**src/rtl/bin_search_ctrl.sv**
```systemverilog
// Binary-search controller: drives guesses to an external EQ/GT/LT comparator
// and reports the matching value or not-found. `STEP_COUNT_EN adds a probe counter.
module bin_search_ctrl #(
  parameter int unsigned WIDTH = 8
) (
  input  logic                          clk,
  input  logic                          rst_n,
  input  logic                          start,
  output logic [WIDTH-1:0]              guess,
  output logic                          guess_vld,
  input  logic                          cmp_vld,
  input  logic                          eq,
  input  logic                          gt,
  input  logic                          lt,
  output logic                          busy,
  output logic                          done,
  output logic                          found,
  output logic                          err,
  output logic [WIDTH-1:0]              result
`ifdef STEP_COUNT_EN
  ,
  output logic [$clog2(WIDTH+2)-1:0]    steps
`endif
);

  localparam int unsigned SW = $clog2(WIDTH + 2);

  typedef enum logic [1:0] {S_IDLE, S_PROBE, S_DONE} state_t;

  state_t           r_state, w_state;
  logic [WIDTH-1:0] r_lo, r_hi, r_guess, r_result;
  logic [WIDTH-1:0] w_lo, w_hi, w_guess, w_result;
  logic             r_guess_vld, r_busy, r_done, r_found, r_err;
  logic             w_guess_vld, w_busy, w_done, w_found, w_err;
  logic             w_fin;
  logic [SW-1:0]    r_steps, w_steps;

  // Midpoint without overflow: hi >= lo always holds, so hi-lo never wraps.
  function automatic logic [WIDTH-1:0] mid(input logic [WIDTH-1:0] lo,
                                           input logic [WIDTH-1:0] hi);
    return lo + ((hi - lo) >> 1);
  endfunction

  // Next-state and next-output logic
  always_comb begin
    w_state     = r_state;
    w_lo        = r_lo;
    w_hi        = r_hi;
    w_guess     = r_guess;
    w_result    = r_result;
    w_guess_vld = r_guess_vld;
    w_busy      = r_busy;
    w_done      = 1'b0;
    w_found     = r_found;
    w_err       = r_err;
    w_steps     = r_steps;
    w_fin       = 1'b0;
    case (r_state)
      S_IDLE: begin
        if (start) begin
          w_lo        = '0;
          w_hi        = '1;
          w_guess     = mid('0, '1);
          w_guess_vld = 1'b1;
          w_busy      = 1'b1;
          w_found     = 1'b0;
          w_err       = 1'b0;
          w_steps     = '0;
          w_state     = S_PROBE;
        end
      end
      S_PROBE: begin
        if (cmp_vld) begin
          w_steps = r_steps + SW'(1);
          if (!$onehot({eq, gt, lt})) begin
            w_err = 1'b1;
            w_fin = 1'b1;
          end else if (eq) begin
            w_found = 1'b1;
            w_fin   = 1'b1;
          end else if (gt) begin
            // Exhaustion check precedes the decrement so hi never wraps.
            if (r_guess == r_lo) begin
              w_fin = 1'b1;
            end else begin
              w_hi    = r_guess - WIDTH'(1);
              w_guess = mid(r_lo, r_guess - WIDTH'(1));
            end
          end else begin
            if (r_guess == r_hi) begin
              w_fin = 1'b1;
            end else begin
              w_lo    = r_guess + WIDTH'(1);
              w_guess = mid(r_guess + WIDTH'(1), r_hi);
            end
          end
        end
        if (w_fin) begin
          w_result    = r_guess;
          w_done      = 1'b1;
          w_busy      = 1'b0;
          w_guess_vld = 1'b0;
          w_state     = S_DONE;
        end
      end
      S_DONE: begin
        w_state = S_IDLE;
      end
      default: begin
        w_state = S_IDLE;
      end
    endcase
  end

  // State and output registers
  always_ff @(posedge clk or negedge rst_n) begin
    if (!rst_n) begin
      r_state     <= S_IDLE;
      r_lo        <= '0;
      r_hi        <= '0;
      r_guess     <= '0;
      r_result    <= '0;
      r_guess_vld <= 1'b0;
      r_busy      <= 1'b0;
      r_done      <= 1'b0;
      r_found     <= 1'b0;
      r_err       <= 1'b0;
    end else begin
      r_state     <= w_state;
      r_lo        <= w_lo;
      r_hi        <= w_hi;
      r_guess     <= w_guess;
      r_result    <= w_result;
      r_guess_vld <= w_guess_vld;
      r_busy      <= w_busy;
      r_done      <= w_done;
      r_found     <= w_found;
      r_err       <= w_err;
    end
  end

`ifdef STEP_COUNT_EN
  always_ff @(posedge clk or negedge rst_n) begin
    if (!rst_n) begin
      r_steps <= '0;
    end else begin
      r_steps <= w_steps;
    end
  end

  assign steps = r_steps;
`else
  assign r_steps = '0;
`endif

  assign guess     = r_guess;
  assign guess_vld = r_guess_vld;
  assign busy      = r_busy;
  assign done      = r_done;
  assign found     = r_found;
  assign err       = r_err;
  assign result    = r_result;

endmodule

```
**config.mk**
```make
export PLATFORM = sky130hd
export DESIGN_NAME = bin_search_ctrl
export DESIGN_NICKNAME = d
export VERILOG_FILES = /design/src/rtl/bin_search_ctrl.sv
export SDC_FILE = /design/constraint.sdc
export NUM_CORES = 1
export LEC_CHECK = 0
export ABC_CLOCK_PERIOD_IN_PS = 7000
export CAP_MARGIN = 20
export CORE_UTILIZATION = 60
export CTS_BUF_LIST = sky130_fd_sc_hd__clkbuf_8 sky130_fd_sc_hd__clkbuf_16
export CTS_CLUSTER_SIZE = 16
export DETAILED_ROUTE_END_ITERATION = 16
export GPL_TIMING_DRIVEN = 0
export PLACE_DENSITY = 0.85
export REMOVE_ABC_BUFFERS = 1
export SLEW_MARGIN = 20
export SYNTH_ARGS = -nofsm -noshare
export SYNTH_HDL_FRONTEND = slang
export SYNTH_SLANG_ARGS = --single-unit
```
**constraint.sdc**
```tcl
create_clock -name clk -period 7 [get_ports clk]
set_input_delay 1.4 -clock clk [delete_from_list [all_inputs] [get_ports clk]]
set_output_delay 1.4 -clock clk [all_outputs]
set_load 0.02 [all_outputs]
```
==> results of run 1 <==
==> final cells by class <==
type,count,area share
Multi-Input combinational cell,283,0.573
Timing Repair Buffer,28,0.0788
Tap cell,70,0.0236
Clock buffer,6,0.0222
Clock inverter,2,0.0162
Inverter,30,0.0303
Sequential cell,38,0.256
==> stage by stage <==
| stage | area, sq um | util |
|---|---|---|
| after detailed placement | 3570 | 0.686 |
| final | 3710 | 0.714 |
| after CTS | 3710 | 0.714 |
| after floorplan | 3190 | - |
| after global placement | 3550 | 0.682 |
| after global routing | 3710 | 0.714 |
==> layout by cell type (no fill, tap or decap), drive strengths merged, types with 2 or more instances in the layout <==
master         count
nand2b             6
xor2              28
nand2             25
o22ai              5
nor2              20
mux2               8
fa                 5
o22a               6
nand3              9
clkdlybuf4s50     26
buf                2
nor3              11
a21o               6
a211oi             2
bufinv             2
o31ai             10
xnor2             21
inv               30
or3                2
clkbuf             6
or2                2
nor4               7
o21ai             14
nor2b             10
a21oi             26
dfrtp             38
ha                29
and3               2
o21a               8
a31oi              4
nor4b              2
==> kinds of logic after synthesis <==
logic type,after synthesis
adder cells (fa/ha/maj),35
multiplexers,9
AO/OA/AOI/OAI,89
XOR/XNOR,49
buffers and inverters,47
AND/OR/NAND/NOR,101
flip-flops,38
==> flip-flops by register name (all words and copies together), names as in the netlist <==
signal   count
guess        8
r_hi         8
r_lo         8
result       8
r_state      2
busy         1
done         1
err          1
found        1
==> routing by layer <==
| metal | vias to the layer above | routed length (um) | track usage |
|---|---|---|---|
| li1 | 1319 | - | - |
| met1 | 1370 | 3330 | 0.360 |
| met2 | 120 | 3890 | 0.479 |
| met3 | 21 | 581 | 0.0599 |
| met4 | 0 | 198 | 0.119 |
| met5 | - | 0 | 0 |
==> how the worst max path moves through the flow <==
stage	slack, ns	end
4_1_cts	2.28	guess[6]$_DFFE_PN0P_
3_5_place_dp	2.02	guess[6]$_DFFE_PN0P_
6_report	2.17	guess[6]$_DFFE_PN0P_
2_1_floorplan	3.20	guess[7]$_DFFE_PN0P_
3_3_place_gp	2.09	guess[6]$_DFFE_PN0P_
5_1_grt	2.05	guess[6]$_DFFE_PN0P_
==> worst register-to-register path, stage by stage, from the launching register on <==
cell	delay, ns
dfrtp_1	0.63
inv_1	0.18
ha_1	0.48
inv_1	0.20
ha_1	0.30
nor2b_1	0.12
o21ai_0	0.15
nand2b_1	0.11
maj3_1	0.40
a2111oi_2	0.39
nor3_1	0.12
xnor2_1	0.15
ha_1	0.33
a21oi_1	0.15
nor2_1	0.05
a21oi_1	0.17
o211ai_1	0.11
o32ai_1	0.25
==> summary.txt, run 1 <==
Outcome
  – Status: finished clean

Place
  – Post-Place Cells: 449
  – HPWL after DPL: 6110 um
  – Setup WS pre-CTS: 2.02 ns
  – Port Buf Inserts: 27
  – Routability Congestion: 0.908

Final layout
  – # diodes: 0
  – Fillers: 393
  – Layout Cells excl Fill: 457
  – Share of layout cells above drive strength 1: 0.0672
  – Layout area overhead: 13.0%
  – Reg area: 951 sq um
  – NumNets Final: 427
  – Multi-input logic area: 0.00213 sq mm

STA
  – Worst setup margin: 2.17 ns
  – Period utilization: 0.690
  – Finish-stage setup viols: 0
  – Pin slew with the least headroom to its limit: 0.660 ns
  – Max Freq: 207 MHz
  – Unrepaired setup endpoints after global routing: false
  – Final setup TNS: 0 ns
  – Hold_ws: 0.486 ns
  – Slew margin rel.: 0.557
  – Final-report max-slew violation count: 0
  – Final hold vios: 0
  – Fin crit period: 4.83 ns
  – Final Skew: 0.00395 ns

Worst setup path
  – Register-to-Register Path Depth: 17
  – CP Max Fanout: 13
  – Reg2reg end: guess[7]$_DFFE_PN0P_
  – CP cell instances: clkdlybuf4s50_1, inv_1, fa_1, nor3b_2, nand3_1, a21oi_1, nand3_2, or4b_1, nand2_1, a311oi_1
  – Critical Path Stages: 10
  – Slowest-stage cell, CP: clkdlybuf4s50_1
  – Worst path max stage delay: 0.82 ns
  – CP Capture Type: flop
  – WP buf/inv: 2
  – CP Launch Point: gt
  – Cell family with most CP delay: simple AND/OR/NAND/NOR gates
  – WP data required: 7.18 ns
  – FF-to-FF Start: guess[0]$_DFFE_PN0P_
  – Startpoint Class: primary input
  – Critical path class: primary input to flop
  – Arr. time, crit path: 5.01 ns
  – FF-to-FF setup slack: 2.61 ns

Detailed routing
  – DRT Wirelength: 8000 um
  – DR vias: 2830
  – Routed vias/inst: 6.19
  – Routed WL per cell: 17.5 um
  – Antenna viol nets, final: 0
  – Drt pass-1 iters: 5
  – DRC Markers: 0
  – 1st-iter DRT viols: 224

Synth
  – Post-Synth Simple-Gate Area: 0.161
  – Most instantiated library cell after synthesis: dfrtp_1
  – Adder-Cell Fraction of Synth Area: 0.144
  – Register area share after synthesis: 0.289
  – Post-synth top area cell: dfrtp_1
  – Mean Syn Cell Area: 8.93 sq um
  – Ys Warns: 0
  – Post-Synth XOR/XNOR Area: 0.135
  – Synth Area in Compound Gates: 0.177
  – Ys async rst share: 1.00
  – Top cells by count, synth: 38 x dfrtp_1, 30 x inv_1, 29 x ha_1
  – Synth Flop Type: dfrtp_1
  – Synthesized flop and latch total: 38
  – Post-synthesis mux area share: 0.0305
  – Mapped Cells: 368
  – Mapped Area: 0.00329 sq mm
  – Top-area cell type share of the netlist area: 0.289
  – Largest family of logic cells by synthesized area: compound AO/OA/AOI/OAI gates
  – Ranking of synthesized cells by area: dfrtp_1 29%, ha_1 11%, xor2_1 7.2%, xnor2_1 5.3%, a21oi_1 4.0%
  – Library cells used by synthesis: 54
  – EDFF count, synth: 0

Global route
  – Global-route wire length before repair: 12900 um
  – Aggregate global routing overflow: 0
  – Pin count of the biggest net entering global routing: 21
  – GR Util All Layers: 0.286
  – Number of global-route vias before repair: 2741
  – Initial antenna violation count: 0

Flow run
  – Max Cap Viol: 0

Clocking
  – Clk root buf: clkbuf_8
  – CTS clk-pin slew, worst paths: 0.08 ns
  – CTS Buffer Depth: 2
  – # resized after CTS: 0
  – Cts bufs inserted: 5
  – CTS tree: done
  – CTS sink cnt: 38
  – Clock H-tree levels: 2
  – Cts hold-fix bufs: 0
  – Post-CTS setup buffers: 0
  – Worst-Skew Late Latency: 0.30 ns

Hold path
  – Min-Delay Path Class: flop to flop
  – Hold Startpoint: r_state[1]$_DFFE_PN0P_
  – Hold Path Stages: 1
  – Hold Crit Endpoint: r_state[0]$_DFFE_PN0P_

Floorplanning
  – Die H: 76.0 um
  – # rows: 26
  – Die Width: 76.0 um
  – I/O pin count: 28
  – Starting Density: 0.631
  – Die Area: 0.00578 sq mm
  – Core area: 0.00520 sq mm
Power of run 1 is left out: the tool's default activity adds up to more than one toggle a clock period on the data nets, which glitch-free logic cannot reach.
==> run 2, diff against run 1 <==
ABC_CLOCK_PERIOD_IN_PS = 4100   (was 7000)
CORE_UTILIZATION = 53   (was 60)
PLACE_DENSITY = 0.8   (was 0.85)
clock period = 4.1 ns   (was 7 ns; I/O delays follow)
==> summary.txt, run 2 (same netlist as run 1, synthesis figures left out) <==
Clocking
  – Clock H-tree levels: 2 (unchanged)
  – Worst-Skew Late Latency: 0.30 ns (about the same)
  – Clk root buf: clkbuf_8
  – Cts bufs inserted: 5 (unchanged)
  – CTS sink cnt: 38 (unchanged)
  – CTS tree: done
  – Cts hold-fix bufs: 0 (unchanged)
  – CTS clk-pin slew, worst paths: 0.08 ns (about the same)
  – CTS Buffer Depth: 2 (unchanged)

Place
  – Setup WS pre-CTS: -0.355 ns (-2.37 ns)
  – Post-Place Cells: 454 (+1.1%)
  – Port Buf Inserts: 27 (unchanged)
  – HPWL after DPL: 5990 um (-1.9%)
  – Placed Area: 0.00358 sq mm (+0.17%)
  – Routability Congestion: 0.915 (+0.80%)

STA
  – Final-report max-slew violation count: 0 (unchanged)
  – Slew margin rel.: 0.540 (-0.0168)
  – Final hold vios: 0 (unchanged)
  – Final Skew: 0.0103 ns (+0.00630 ns)
  – Finish-stage setup viols: 0 (unchanged)
  – Worst setup margin: 0.280 ns (-1.89 ns)
  – Fin crit period: 3.82 ns
  – Pin slew with the least headroom to its limit: 0.689 ns (+0.0290 ns)
  – Period utilization: 0.932
  – Max Freq: 262 MHz

Global route
  – Number of global-route vias before repair: 2711 (-1.1%)
  – Global-route wire length before repair: 12900 um (-0.48%)
  – GR Util All Layers: 0.264 (-0.0226)
  – Pin count of the biggest net entering global routing: 21 (unchanged)
  – Initial antenna violation count: 0 (unchanged)
  – Aggregate global routing overflow: 0 (unchanged)

Final layout
  – Fin util: 0.626 (-0.0872)
  – Post-route cell area: 0.00373 sq mm (+0.44%)
  – Most frequent cells in the layout: 34 x dfrtp_1, 29 x inv_1, 28 x ha_1, 26 x xor2_1, 26 x a21oi_1
  – # diodes: 0 (unchanged)
  – Share of layout cells above drive strength 1: 0.0997 (+0.0326)
  – NumNets Final: 431 (+0.94%)
  – Layout Cells excl Fill: 466 (+2.0%)
  – Most common cell after layout, fill and taps aside: dfrtp_1
  – Layout area overhead: 13.5%
  – Fillers: 516 (+31%)

Detailed routing
  – DR vias: 2727 (-3.6%)
  – Routed vias/inst: 5.85 (-5.5%)
  – DRT Wirelength: 7790 um (-2.7%)
  – 1st-iter DRT viols: 130 (-42%)
  – Drt pass-1 iters: 4 (-1)
  – Antenna viol nets, final: 0 (unchanged)
  – Routed WL per cell: 16.7 um (-4.6%)
  – DRC Markers: 0 (unchanged)

Floorplanning
  – Die H: 80.8 um (+6.2%)
  – I/O pin count: 28 (unchanged)
  – Die Width: 80.8 um (+6.2%)
  – Starting Density: 0.552 (-0.0796)
  – Die Area: 0.00652 sq mm (+13%)
  – Core area: 0.00596 sq mm (+14%)
  – # rows: 28 (+7.7%)

Worst setup path
  – CP Capture Type: flop
  – CP cell instances: or3_1, or2_1, nor2_1, xor2_1, ha_1, a21oi_1, o21ai_0, xnor2_1, ha_1, or4_1, o22ai_1, xor2_1, nand2_1, o211ai_1, o32ai_1
  – Slowest-stage cell, CP: dfrtp_2
  – WP buf/inv: 0 (-2)
  – Worst path max stage delay: 0.54 ns (-0.28 ns)
  – Critical path class: flop to flop
  – Arr. time, crit path: 4.01 ns (-1.00 ns)
  – Startpoint Class: flop
  – WP data required: 4.29 ns (-2.89 ns)
  – CP Max Fanout: 13 (unchanged)
  – Cell family with most CP delay: simple AND/OR/NAND/NOR gates

Hold path
  – Min-Delay Path Class: primary input to async pin

Outcome
  – Status: finished clean

Flow run
  – Max Cap Viol: 0 (unchanged)
[run 2: routing by layer]
metal | global-route usage | vias to the layer above | share of wire
li1 | - | 1334 | -
met1 | 0.342 | 1313 | 0.45
met2 | 0.448 | 65 | 0.48
met3 | 0.0348 | 15 | 0.046
met4 | 0.0982 | 0 | 0.024
met5 | 0 | - | 0
[run 2: what timing repair did]
| action | in CTS | in global routing |
|---|---|---|
| setup buffers | 0 | 4 |
| hold endpoints to repair | 0 | 0 |
| gates resized for setup | 5 | 7 |
| setup endpoints to repair | 2 | 2 |
[run 2: layout make-up]
cell class / count / area [sq um] / share of cell area
clock inverter: 2 / 12.5 / 0.00335
tap: 75 / 93.8 / 0.0252
multi-input combinational: 283 / 2160 / 0.578
timing repair buffer: 32 / 318 / 0.0852
clock buffer: 6 / 82.6 / 0.0221
inverter: 30 / 113 / 0.0302
sequential: 38 / 956 / 0.256
[run 2: worst paths after layout]
kind / cells past startpoint / slack (ns) / endpoint / start
min in group clk: 1 / 0.50 / r_state[0]$_DFFE_PN0P_ / r_state[1]$_DFFE_PN0P_
setup reg to reg: 15 / 0.28 / guess[7]$_DFFE_PN0P_ / guess[2]$_DFFE_PN0P_
hold reg to reg: 1 / 0.50 / r_state[0]$_DFFE_PN0P_ / r_state[1]$_DFFE_PN0P_
setup / recovery: 15 / 0.28 / guess[7]$_DFFE_PN0P_ / guess[2]$_DFFE_PN0P_
max in group asynchronous: 2 / 3.16 / guess[3]$_DFFE_PN0P_ / rst_n
hold / removal: 1 / 0.47 / r_hi[0]$_DFFE_PN0P_ / rst_n
[run 2: through the flow]
stage / hold slack [ns] / TNS (ns)
4_1_cts: 0.480 / 0
3_3_place_gp: 0.462 / -0.431
6_report: 0.470 / 0
5_1_grt: 0.505 / -0.000121
2_1_floorplan: 0.443 / 0
3_5_place_dp: 0.475 / -0.549
Power of run 2 is left out for the same reason.
